**config.mk**
```make
export PLATFORM = sky130hd
export DESIGN_NAME = text_glyph_shifter
export DESIGN_NICKNAME = d
export VERILOG_FILES = /design/src/rtl/text_pkg.sv /design/src/rtl/text_shift8.sv /design/src/rtl/text_glyph_shifter.sv
export SDC_FILE = /design/constraint.sdc
export NUM_CORES = 1
export LEC_CHECK = 0
export ABC_CLOCK_PERIOD_IN_PS = 1800
export BUFFER_PORTS_ARGS = -buffer_cell sky130_fd_sc_hd__clkbuf_2
export CAP_MARGIN = 20
export CORE_UTILIZATION = 50
export CTS_CLUSTER_DIAMETER = 80
export DETAILED_ROUTE_END_ITERATION = 7
export GPL_TIMING_DRIVEN = 1
export PLACE_DENSITY = 0.77
export SKIP_CTS_REPAIR_TIMING = 1
export SLEW_MARGIN = 0
export SYNTH_ARGS = -nofsm -noshare
export SYNTH_HDL_FRONTEND = slang
export SYNTH_SLANG_ARGS = --single-unit
```
**constraint.sdc**
```tcl
create_clock -name clk -period 1.8 [get_ports clk]
set_input_delay 0.09 -clock clk [delete_from_list [all_inputs] [get_ports clk]]
set_output_delay 0.09 -clock clk [all_outputs]
set_load 0.01 [all_outputs]
```
**src/rtl/text_pkg.sv**
```systemverilog
// Shared types and attribute field layout for the text-mode glyph pixel stage.
package text_pkg;
  localparam int COLOR_BITS     = 4;
  localparam int ATTR_FG_LSB    = 0;
  localparam int ATTR_BG_LSB    = 4;
  localparam int ATTR_BLINK_BIT = 7;
  localparam int FONT_ROWS      = 16;
  localparam int GLYPH_W        = 8;

  typedef logic [COLOR_BITS-1:0] color_t;
endpackage

```
**src/rtl/text_shift8.sv**
```systemverilog
// Glyph byte serialiser: loads a byte plus fg/bg, emits one colour per clk MSB-first.
module text_shift8
  import text_pkg::*;
#(
  parameter int COLOR_W = COLOR_BITS
) (
  input  logic               clk,
  input  logic               reset_i,
  input  logic               flush_i,
  input  logic               load_i,
  input  logic [GLYPH_W-1:0] data_i,
  input  logic [COLOR_W-1:0] fg_i,
  input  logic [COLOR_W-1:0] bg_i,
  output logic               busy_o,
  output logic               last_o,
  output logic               pix_valid_o,
  output logic [COLOR_W-1:0] pix_color_o
);
  logic [GLYPH_W-1:0] sr;
  logic [COLOR_W-1:0] fg, bg;
  logic [2:0]         cnt;
  logic               busy;

  always_ff @(posedge clk) begin
    if (reset_i || flush_i) begin
      sr   <= '0;
      fg   <= '0;
      bg   <= '0;
      cnt  <= '0;
      busy <= 1'b0;
    end else if (load_i) begin
      sr   <= data_i;
      fg   <= fg_i;
      bg   <= bg_i;
      cnt  <= '0;
      busy <= 1'b1;
    end else if (busy) begin
      sr  <= sr << 1;
      cnt <= cnt + 3'd1;
      if (cnt == 3'd7) busy <= 1'b0;
    end
  end

  assign busy_o      = busy;
  assign last_o      = busy && (cnt == 3'd7);
  assign pix_valid_o = busy;
  assign pix_color_o = busy ? (sr[GLYPH_W-1] ? fg : bg) : '0;
endmodule

```
**src/rtl/text_glyph_shifter.sv**
```systemverilog
// Text-mode pixel stage: cell handshake -> font BRAM read -> hold -> 8-pixel serialiser.
// Optional blink attribute enabled by defining TEXT_BLINK_EN.
module text_glyph_shifter
  import text_pkg::*;
#(
  parameter int FONT_ADDR_W = 13,
  parameter int COLOR_W     = COLOR_BITS
) (
  input  logic                   clk,
  input  logic                   reset_i,
  input  logic                   flush_i,
  input  logic                   font_bank_i,
`ifdef TEXT_BLINK_EN
  input  logic                   blink_phase_i,
`endif
  input  logic                   cell_valid_i,
  output logic                   cell_ready_o,
  input  logic [7:0]             cell_char_i,
  input  logic [7:0]             cell_attr_i,
  input  logic [3:0]             cell_row_i,
  output logic                   font_rd_en_o,
  output logic [FONT_ADDR_W-1:0] font_rd_addr_o,
  input  logic [GLYPH_W-1:0]     font_rd_data_i,
  output logic                   pix_valid_o,
  output logic [COLOR_W-1:0]     pix_color_o
);
  logic               pend, hold_valid, accept, load;
  logic [7:0]         pend_attr, hold_attr;
  logic [GLYPH_W-1:0] hold_data, load_data;
  logic [COLOR_W-1:0] fg, bg, sh_color;
  logic               sh_busy, sh_last, sh_valid;

  // One cell in flight at a time; the hold slot lets the next read overlap shifting.
  assign cell_ready_o   = !pend && !hold_valid && !reset_i && !flush_i;
  assign accept         = cell_valid_i && cell_ready_o;
  assign font_rd_en_o   = accept;
  assign font_rd_addr_o = accept ? FONT_ADDR_W'({font_bank_i, cell_char_i, cell_row_i}) : '0;

  always_ff @(posedge clk) begin
    if (reset_i || flush_i) begin
      pend       <= 1'b0;
      pend_attr  <= '0;
      hold_valid <= 1'b0;
      hold_attr  <= '0;
      hold_data  <= '0;
    end else begin
      pend <= accept;
      if (accept) pend_attr <= cell_attr_i;
      if (pend) begin
        hold_valid <= 1'b1;
        hold_data  <= font_rd_data_i;
        hold_attr  <= pend_attr;
      end else if (load) begin
        hold_valid <= 1'b0;
      end
    end
  end

  assign load = hold_valid && (!sh_busy || sh_last) && !flush_i && !reset_i;
  assign fg   = hold_attr[ATTR_FG_LSB +: COLOR_W];

`ifdef TEXT_BLINK_EN
  // Blinked-off cells are loaded as all-background.
  assign bg        = {1'b0, hold_attr[ATTR_BG_LSB +: COLOR_W-1]};
  assign load_data = (hold_attr[ATTR_BLINK_BIT] && blink_phase_i) ? '0 : hold_data;
`else
  assign bg        = hold_attr[ATTR_BG_LSB +: COLOR_W];
  assign load_data = hold_data;
`endif

  text_shift8 #(.COLOR_W(COLOR_W)) u_shift (
    .clk         (clk),
    .reset_i     (reset_i),
    .flush_i     (flush_i),
    .load_i      (load),
    .data_i      (load_data),
    .fg_i        (fg),
    .bg_i        (bg),
    .busy_o      (sh_busy),
    .last_o      (sh_last),
    .pix_valid_o (sh_valid),
    .pix_color_o (sh_color)
  );

  assign pix_valid_o = sh_valid && !reset_i;
  assign pix_color_o = reset_i ? '0 : sh_color;
endmodule

```
## Word-level counts from Yosys, hierarchy flattened

Index checks and enable logic that the tools add are counted.

- Flip-flop bits (word level): 46
- Input bits: 33
- Output and inout port bits: 20

- Add/sub/neg operators: 1
- Eq/ne operators: 1
- Multiplexer cells: 11
- Reductions and logical operators: 19

Operator list:

| operator | count |
|---|---|
| 8-bit 2-to-1 mux | 2 |
| 13-bit 2-to-1 mux | 1 |
| 4-bit 2-to-1 mux | 3 |
| 1-bit logical AND | 9 |
| 1-bit logical NOT | 5 |
| 1-bit 2-to-1 mux | 5 |
| 2-bit nonzero test | 2 |
| 3-bit by 1-bit adder with 3-bit output, second input constant | 1 |
| 3-bit == test, second input constant | 1 |
| 1-bit logical OR | 2 |
| 2-bit OR reduction | 1 |

## Logic depth before layout (Yosys ltp)

Gate-level depths: netlist of run 1.

- Word-level depth: 8
- Depth in mapped cells: 6
- Mapped depth without buffers: 5

## By module

A second synthesis of run 1 with hierarchy kept.

- Cells, all modules: 209
- Area total of the unflattened synthesis: 2,060.7 um^2

By module, submodules not included:

| module | instances | cells each | area each (um^2) | seq. area each (um^2) |
|---|---|---|---|---|
| text_glyph_shifter | 1 | 120 | 1,141.1 | 520.5 |
| text_shift8 | 1 | 89 | 919.6 | 400.4 |

## Least setup slack after synthesis of run 1

OpenSTA, ideal clock, no wires.

- Kind: flip-flop to flip-flop
- From: register u_shift.cnt[0]
- To: register u_shift.sr[4]
- Library setup time: 0.122 ns
- Arrival: 1.291 ns
- Data required time: 1.678 ns
- Setup slack: 0.387 ns
- Stages on the path, launching flop included: 7
- Path buffers: 1
- Cells stage by stage: dfxtp_1 ha_1 ha_1 nor2b_1 buf_2 o21ai_0 o311a_1

- Word-level cells in the longest chain between the ends: 7
- Elaborated cells between the ends (all ways): 8
- Classes of those cells: eq/ne (1); mux (1); reduce/logical (6)

RTL lines:

| element | RTL line | text |
|---|---|---|
| start, declared | text_shift8.sv:21 | `logic [2:0] cnt;` |
| start signal, assigned | text_shift8.sv:39 | `cnt <= cnt + 3'd1;` |
| 3-bit == test (*) | text_shift8.sv:45 | `assign last_o = busy && (cnt == 3'd7);` |
| 1-bit logical AND (*) | text_shift8.sv:45 |  |
| 1-bit logical OR (*) | text_glyph_shifter.sv:59 | `assign load = hold_valid && (!sh_busy \|\| sh_last) && !flush_i && !reset_i;` |
| 1-bit logical AND (*) (3 in series) | text_glyph_shifter.sv:59 |  |
| 8-bit 2-to-1 mux / 2-bit nonzero test (equally long branches) | - |  |
| end signal, assigned | text_shift8.sv:32 | `sr <= data_i;` |
| end signal, assigned | text_shift8.sv:38 | `sr <= sr << 1;` |
| end, declared | text_shift8.sv:19 | `logic [GLYPH_W-1:0] sr;` |

Mark *: on every way between the ends. The rest lies on a longest branch, timed or not.
A chain may end at the register's enable or synchronous reset.

## Worst setup path after layout of run 1

- From: register pend
- To: output font_rd_addr_o[6]

- Word-level cells in the longest chain between the ends: 6

RTL lines:

| element | RTL line | text |
|---|---|---|
| start, declared | text_glyph_shifter.sv:27 | `logic pend, hold_valid, accept, load;` |
| start signal, assigned | text_glyph_shifter.sv:47 | `pend <= accept;` |
| 1-bit logical NOT | text_glyph_shifter.sv:34 | `assign cell_ready_o = !pend && !hold_valid && !reset_i && !flush_i;` |
| 1-bit logical AND (3 in series) | text_glyph_shifter.sv:34 |  |
| 1-bit logical AND | text_glyph_shifter.sv:35 | `assign accept = cell_valid_i && cell_ready_o;` |
| 13-bit 2-to-1 mux | text_glyph_shifter.sv:37 | `assign font_rd_addr_o = accept ? FONT_ADDR_W'({font_bank_i, cell_char_i, cell_row_i}) : '0;` |
| end, declared | text_glyph_shifter.sv:22 | `output logic [FONT_ADDR_W-1:0] font_rd_addr_o,` |

Every way passes these cells.

==> results.toml, run 1 <==
[floorplanning]
die_h_um = 64.7
initial_utilization_pct = 52.8
die_area_um2 = 4180
placementRows = 22
io_pins = 53
die_w_um = 64.7
core_um2 = 3720

[route]
num_vias = 1590
drtIter0Drc = 47
route.detailed.drc = 0
first_pass_iters = 4
wire_per_inst_um = 12.0
wl_met2_um = 1650
wl_met3_um = 189
ant_nets = 0
routed.top_layer = "met4"
via_per_inst = 5.11
drt-met1-wl_um = 1820
drt_wl_total_um = 3720

[placement]
gp_congestion = 0.772
hpwlAfterDp_um = 2670
place_ws_ns = 0.367
io_buffers = 52

[finish]
syn_to_final_growth_pct = 20.5
n_antenna_cell = 0
fillers = 321
drive_above_1_share_pct = 26.6
final_core_util_pct = 63.6
mostFrequentLayoutCell = "clkbuf_2"
nets = 297
final_cell_mix = "clkbuf_2, dfxtp_1, mux2i_1, nor2_1, a21oi_1"

[clock_tree]
cts_buffer_depth = 2
cts_tree = "yes"
cts.clk_slew.worst_paths_ns = 0.08
cts_root_buf = "clkbuf_8"
htreeDepth = 2
numCtsBuffers = 5
clock-sinks = 46
clkLatencyLatePin_ns = 0.30

[setup_path]
reg2reg_depth = 6
start_kind = "flop"
path_cells = "nor4b_4, and2_1, clkbuf_2"
crit_fanout = 14
timing.critical_path.required_ns = 1.71
cpPeakStageDelay_ns = 0.53
crit_arrival_ns = 1.54
endpoint_kind = "output pin"
slowest_stage = "nor4b_4"
critPathKind = "reg -> out"

[synth]
synthCells = 214
syn_nets = 249
ys_seq_elements = 46
synth_top_area_share_pct = 46.9
synth_seq_area_share_pct = 46.9
synthDistinctLibCells = 27
synthTopCellsByArea = "dfxtp_1, mux2i_1, a21oi_1"
synth_top_cell_by_area = "dfxtp_1"
syn_area_um2 = 1960
yosysWarningCount = 0
avgSynthCellArea_um2 = 9.17

[pwr]
p_per_area_nw_per_um2 = 796
power.leakage_nw = 0.939
irDropWorstVdd_mv = 0.634

[timing]
relSlewSlack_pct = 58.7
fin_crit_ns = 1.63
max_freq_mhz = 613
setup_viol = 0
tns_ns = 0
hold_viol = 0
worst_pin_slew_ns = 0.618
maxSlewViolCount = 0
rsz0062_at_grt = "no"
finalWorstSetupSlack_ns = 0.170
final.setup_skew_ns = 0.00513
period_share_pct = 90.6

[status]
status = "completed"

[global_route]
grtUsageTotal_pct = 19.9
overflow = 0
grt_pass1_vias = 1435
grt_max_degree = 41
grt_pass1_wl_um = 6320
antenna_found_initial = 0

[min_path]
hp-class = "in -> reg"
holdPathStages = 3

[job]
max_cap_violations = 0
power by group:
part	total [W]	switching [W]	internal (W)
logic	0.000135	0.0000696	0.0000654
clock network	0.000711	0.000324	0.000387
registers	0.00104	0.00000851	0.00103
worst max-delay path, delay by kind of cell, from the launching register on:
kind / cells / cell delay, ns
buffers and inverters: 1 / 0.13
flip-flops: 1 / 0.38
AND/OR/NAND/NOR: 2 / 0.73
final cells by class:
type | instances | area [µm²] | area share, %
tap | 48 | 60.1 | 2.54
sequential | 46 | 921 | 38.9
timing repair buffer | 60 | 323 | 13.7
clock buffer | 8 | 110 | 4.66
multi-input combinational | 147 | 943 | 39.9
inverter | 2 | 7.51 | 0.317
routing by layer:
| layer | vias up | track usage, % |
|---|---|---|
| met3 | 5 | 4.58 |
| met4 | 0 | 10.0 |
| li1 | 830 | - |
| met1 | 702 | 24.0 |
| met2 | 53 | 32.9 |
| met5 | - | 0 |
synthesized netlist by cell type, drive strengths merged:
| library cell | count |
|---|---|
| dfxtp | 46 |
| mux2i | 29 |
| nor2 | 24 |
| a21oi | 18 |
| nand2 | 16 |
| o21ai | 15 |
| and2 | 13 |
| buf | 10 |
| clkbuf | 9 |
| nand3 | 8 |
| o311a | 7 |
| nor3 | 4 |
| ha | 2 |
| inv | 2 |
| nand2b | 2 |
| nor3b | 2 |
| nor4b | 2 |
| a31oi | 1 |
| nor2b | 1 |
| or2 | 1 |
| or3b | 1 |
| xnor2 | 1 |
sequential cells by signal, indices dropped and copies added, names as in the netlist:
name and flops:
u_shift.fg 4, u_shift.sr 8, u_shift.busy_o 1, u_shift.bg 4, hold_data 8, hold_attr 8, pend 1, u_shift.cnt 3
pend_attr 8, hold_valid 1
logic make-up (layout without fill, tap and decap cells):
| logic type | after synthesis | in the layout | share of synthesized area, % |
|---|---|---|---|
| simple gates | 74 | 74 | 19.2 |
| mux | 29 | 29 | 14.8 |
| compound gates | 41 | 41 | 12.3 |
| flops | 46 | 46 | 46.9 |
| fa+ha+maj | 2 | 2 | 1.27 |
| buf+inv | 21 | 70 | 5.03 |
| xor+xnor | 1 | 1 | 0.446 |
through the flow:
stage | instances | hold slack, ns | power (W) | instance area (µm²)
floorplan | 214 | 0.226 | 0.00114 | 1960
global placement | 302 | 0.313 | 0.00119 | 2240
detailed placement | 302 | 0.321 | 0.00120 | 2240
CTS | 310 | 0.00108 | 0.00190 | 2350
global route | 311 | 0.00747 | 0.00197 | 2360
finish | 311 | 0.0108 | 0.00188 | 2360
worst paths after layout:
| kind | from | slack [ns] | to |
|---|---|---|---|
| setup / recovery | pend | 0.17 | font_rd_addr_o[6] |
| hold / removal | cell_attr_i[2] | 0.01 | pend_attr[2] |
| setup reg to reg | u_shift.cnt[0] | 0.35 | u_shift.sr[7] |
| hold reg to reg | pend_attr[0] | 0.46 | pend_attr[0] |
Power figures use the tool's default switching activity.
==> run 2, diff against run 1 <==
--- a/config.mk
+++ b/config.mk
@@ -5,7 +5,7 @@
 export SDC_FILE = /design/constraint.sdc
 export NUM_CORES = 1
 export LEC_CHECK = 0
-export ABC_CLOCK_PERIOD_IN_PS = 1800
+export ABC_CLOCK_PERIOD_IN_PS = 1600
 export BUFFER_PORTS_ARGS = -buffer_cell sky130_fd_sc_hd__clkbuf_2
 export CAP_MARGIN = 20
 export CORE_UTILIZATION = 50
==> constraint.sdc (replaced) <==
create_clock -name clk -period 1.6 [get_ports clk]
set_input_delay 0.08 -clock clk [delete_from_list [all_inputs] [get_ports clk]]
set_output_delay 0.08 -clock clk [all_outputs]
set_load 0.01 [all_outputs]
==> run 2 against run 1 <==
The flow now finishes with violations (negative hold slack); non-clock buffer count increased by 1; wire length decreased by 4.2%; flip-flop and latch count unchanged; worst setup slack got worse by 0.056 ns; highest routed layer unchanged; clock skew increased by 0.0022 ns.
==> results.toml, run 2 (same netlist as run 1, synthesis figures left out) <==
[min_path]
holdPathStages = 3
hp-class = "in -> reg"
worstHoldEndpoint = "pend_attr[4]"
hold_start = "cell_attr_i[4]"

[timing]
hold_viol = 3
period_share_pct = 92.9
whs_ns = -0.00189
max_freq_mhz = 673
worst_pin_slew_ns = 0.607
final.setup_skew_ns = 0.00728
fin_crit_ns = 1.49
finalWorstSetupSlack_ns = 0.114
tns_ns = 0
setup_viol = 0
rsz0062_at_grt = "no"
relSlewSlack_pct = 59.5
maxSlewViolCount = 0

[route]
ant_nets = 0
drt_wl_total_um = 3570
route.detailed.drc = 0
num_vias = 1585
first_pass_iters = 4
via_per_inst = 5.08
wire_per_inst_um = 11.4
drtIter0Drc = 37

[finish]
regArea_um2 = 922
syn_to_final_growth_pct = 19.9
mostFrequentLayoutCell = "clkbuf_2"
multiInputGateArea_um2 = 943
final_core_util_pct = 63.4
n_antenna_cell = 0
final_cell_area_um2 = 2350
nets = 298
drive_above_1_share_pct = 26.9
final_cell_mix = "clkbuf_2, dfxtp_1, mux2i_1, nor2_1, a21oi_1"
fillers = 326

[setup_path]
reg2reg_from = "u_shift.cnt[0]"
crit_fanout = 14
endpoint_kind = "output pin"
start_kind = "flop"
slowest_stage = "dfxtp_1"
reg2reg_slack_ns = 0.17
cpPeakStageDelay_ns = 0.38
timing.critical_path.required_ns = 1.52
rr_endpoint = "u_shift.cnt[1]"
crit_arrival_ns = 1.41
reg2reg_depth = 6
path_cells = "nor4b_4, buf_4, and2_1, clkbuf_2"
critPathKind = "reg -> out"

[placement]
gp_congestion = 0.756
io_buffers = 52
hpwlAfterDp_um = 2540
placed_cell_area_um2 = 2240
place_ws_ns = 0.166

[floorplanning]
io_pins = 53
initial_utilization_pct = 52.8
die_area_um2 = 4180
core_um2 = 3720
placementRows = 22
die_h_um = 64.7
die_w_um = 64.7

[pwr]
total_power_w = 0.00202
irDropWorstVdd_mv = 0.767
p_per_area_nw_per_um2 = 860
power.leakage_nw = 0.936

[clock_tree]
clock-sinks = 46
clkLatencyLatePin_ns = 0.30
htreeDepth = 2
cts_tree = "yes"
cts.clk_slew.worst_paths_ns = 0.08
cts_root_buf = "clkbuf_8"
numCtsBuffers = 5
cts_buffer_depth = 2

[global_route]
antenna_found_initial = 0
grt_pass1_wl_um = 5870
grt_max_degree = 41
grt_pass1_vias = 1222
overflow = 0
grtUsageTotal_pct = 18.3

[status]
status = "complete, but fails checks"
violations = "negative hold slack"

[job]
max_cap_violations = 0
run 2: cell count changes in the layout (fill, tap and decap cells not counted), sizes merged:
| cell | delta |
|---|---|
| clkbuf | -1 |
| buf | +1 |
| clkinv | +1 |
run 2: worst max-delay path by stage:
stage | from | endpoint | slack, ns | cells past startpoint
3_5_place_dp | flush_i | font_rd_addr_o[6] | 0.17 | 5
3_3_place_gp | flush_i | font_rd_addr_o[4] | 0.21 | 5
5_1_grt | pend | font_rd_addr_o[4] | 0.01 | 4
4_1_cts | pend | font_rd_addr_o[6] | -0.1 | 3
2_1_floorplan | u_shift.cnt[0] | u_shift.sr[4] | 0.19 | 6
6_report | pend | font_rd_addr_o[6] | 0.11 | 4
run 2: per-stage QoR:
step	hold WS (ns)	std cells
floorplan	0.216	214
global placement	0.302	302
detailed placement	0.310	302
CTS	-0.00992	310
global route	0.00106	312
finish	-0.00189	312
run 2: metal layers:
layer  vias to the layer above  track usage, %  part of all wire, %
li1                        833               -                    -
met1                       691            25.7                   54
met2                        53            26.6                   39
met3                         8            3.87                  5.5
met4                         0            8.33                  1.9
met5                         -               0                    0
run 2: layout make-up:
class	count	share of cell area (%)
clock buffers	7	3.67
clock inverters	1	0.213
inverters	2	0.319
multi-input cells	147	40.1
flip-flops and latches	46	39.2
well taps	48	2.55
repair buffers	61	14.0
run 2: critical path, delay by kind of cell (launching register included):
family                 cells  cell delay, ns
buffers and inverters      2            0.33
DFF                        1            0.38
and+or+nand+nor            2            0.40
run 2: where the power goes:
part	internal, W	switching (W)	total, W
Clock	0.000348	0.000359	0.000708
Combinational	0.0000740	0.0000770	0.000151
Sequential	0.00116	0.00000973	0.00117
Total	0.00158	0.000446	0.00202
==> run 3, diff against run 2 <==
--- a/config.mk
+++ b/config.mk
@@ -5,14 +5,14 @@
 export SDC_FILE = /design/constraint.sdc
 export NUM_CORES = 1
 export LEC_CHECK = 0
-export ABC_CLOCK_PERIOD_IN_PS = 1600
+export ABC_CLOCK_PERIOD_IN_PS = 1350
 export BUFFER_PORTS_ARGS = -buffer_cell sky130_fd_sc_hd__clkbuf_2
 export CAP_MARGIN = 20
-export CORE_UTILIZATION = 50
+export CORE_UTILIZATION = 46
 export CTS_CLUSTER_DIAMETER = 80
 export DETAILED_ROUTE_END_ITERATION = 7
 export GPL_TIMING_DRIVEN = 1
-export PLACE_DENSITY = 0.77
+export PLACE_DENSITY = 0.74
 export SKIP_CTS_REPAIR_TIMING = 1
 export SLEW_MARGIN = 0
 export SYNTH_ARGS = -nofsm -noshare
==> constraint.sdc (replaced) <==
create_clock -name clk -period 1.35 [get_ports clk]
set_input_delay 0.0675 -clock clk [delete_from_list [all_inputs] [get_ports clk]]
set_output_delay 0.0675 -clock clk [all_outputs]
set_load 0.01 [all_outputs]
==> run 3 against run 2 <==
Design area increased by 15%; sequential power up 18%; total power up 30%; wire length is 24% higher; combinational power increased by 52%; sequential share of layout area down 4.6 points; global-route usage grew 0.39 points; the run ends with negative hold slack, negative setup slack left; clock skew is essentially flat; flip-flop and latch count did not move; critical path type unchanged; register-to-register slack worse by 0.19 ns; critical path depth is the same.
==> results.toml, run 3 (same netlist as run 1, synthesis figures left out) <==
[setup_path]
endpoint_kind = "output pin"
timing.critical_path.required_ns = 1.28
slowest_stage = "dfxtp_4"
path_cells = "nor4b_4, buf_4, and2_4, buf_6"
cpPeakStageDelay_ns = 0.36
crit_arrival_ns = 1.37
reg2reg_slack_ns = -0.02
critPathKind = "reg -> out"
start_kind = "flop"
reg2reg_depth = 6
critPathBufInv = 2
rr_endpoint = "u_shift.sr[2]"
reg2reg_from = "u_shift.cnt[1]"
crit_fanout = 7
cpLargestDelayFamily = "simple AND/OR/NAND/NOR gates"

[route]
via_per_inst = 5.29
first_pass_iters = 6
ant_nets = 0
route.detailed.drc = 0
drt_wl_total_um = 4410
drtIter0Drc = 43
wire_per_inst_um = 13.6
num_vias = 1708

[timing]
setup_viol = 18
final.setup_skew_ns = 0.00768
rsz0062_at_grt = "yes"
fin_crit_ns = 1.44
whs_ns = -0.0131
worst_pin_slew_ns = 0.471
tns_ns = -0.981
hold_viol = 5
period_share_pct = 107
finalWorstSetupSlack_ns = -0.0878
relSlewSlack_pct = 68.5
max_freq_mhz = 696
maxSlewViolCount = 0

[global_route]
grtUsageTotal_pct = 18.7
overflow = 0
grt_pass1_wl_um = 6260
antenna_found_initial = 0
grt_pass1_vias = 1424
grt_max_degree = 28

[floorplanning]
die_h_um = 67.3
core_um2 = 4060
io_pins = 53
initial_utilization_pct = 48.4
die_w_um = 67.3
die_area_um2 = 4530
placementRows = 23

[finish]
drive_above_1_share_pct = 39.2
nets = 308
syn_to_final_growth_pct = 37.5
fillers = 322
fin_cells = 323
n_antenna_cell = 0
final_cell_mix = "dfxtp_1, clkbuf_2, mux2i_1, nor2_1, a21oi_1"
mostFrequentLayoutCell = "dfxtp_1"

[clock_tree]
numCtsBuffers = 5
cts_buffer_depth = 2
cts_root_buf = "clkbuf_8"
cts_tree = "yes"
clkLatencyLatePin_ns = 0.30
clock-sinks = 46
htreeDepth = 2
cts.clk_slew.worst_paths_ns = 0.08

[placement]
place_ws_ns = -0.0517
dp.cells = 307
hpwlAfterDp_um = 2800
io_buffers = 52
gp_congestion = 0.741

[min_path]
hp-class = "in -> reg"
worstHoldEndpoint = "pend_attr[2]"
hold_start = "cell_attr_i[2]"
holdPathStages = 3

[pwr]
swShare_pct = 20.8
comb_power_share_pct = 8.7
p_per_area_nw_per_um2 = 974
total_power_w = 0.00263
seqPwrFrac_pct = 52.4
power.leakage_nw = 1.05
intPower_w = 0.00208
irDropWorstVdd_mv = 0.659
power_frac_clock_pct = 38.9
p_switching_w = 0.000546

[status]
status = "complete, but fails checks"
violations = "negative hold slack, negative setup slack"

[job]
max_cap_violations = 0
run 3: worst max-delay path by stage:
stage | end | cells after the start | slack (ns) | startpoint
floorplan | u_shift.sr[0] | 6 | 0.02 | u_shift.cnt[0]
global placement | u_shift.sr[3] | 6 | 0.02 | u_shift.cnt[0]
detailed placement | u_shift.sr[0] | 5 | -0.05 | u_shift.cnt[0]
CTS | font_rd_addr_o[6] | 4 | -0.17 | pend
global route | font_rd_addr_o[12] | 4 | -0.18 | pend
finish | font_rd_addr_o[1] | 4 | -0.09 | pend
run 3: tightest hold or removal path, delay by kind of cell:
| kind | cells | cell delay (ns) |
|---|---|---|
| AO/OA/AOI/OAI | 1 | 0.05 |
| AND/OR/NAND/NOR | 1 | 0.04 |
| buffers and inverters | 1 | 0.08 |
run 3: power groups by stage:
stage / sequential [W] / combinational (W) / clock, W
2_1_floorplan: 0.00141 / 0.000109 / 0
3_3_place_gp: 0.00141 / 0.000181 / 0
3_5_place_dp: 0.00141 / 0.000183 / 0
4_1_cts: 0.00138 / 0.000184 / 0.00104
5_1_grt: 0.00138 / 0.000253 / 0.00110
6_report: 0.00138 / 0.000229 / 0.00102
run 3: final cells by class:
type	instances	area [µm²]	area share [%]
well taps	50	62.6	2.32
clock buffers	6	82.6	3.06
inverters	2	11.3	0.417
multi-input cells	147	1030	38.2
flip-flops and latches	46	932	34.5
clock inverters	1	30.0	1.11
repair buffers	71	548	20.3
run 3: routing by layer:
layer	GRT usage, %	part of all wire [%]
met5	0	0
met4	7.18	1.5
met3	5.07	5.0
met2	29.6	49
met1	24.0	44
run 3: metrics by stage:
step | instance area (µm²) | util [%]
floorplan | 1970 | -
global placement | 2280 | 56.3
detailed placement | 2280 | 56.3
CTS | 2400 | 59.1
global route | 2700 | 66.5
finish | 2700 | 66.5
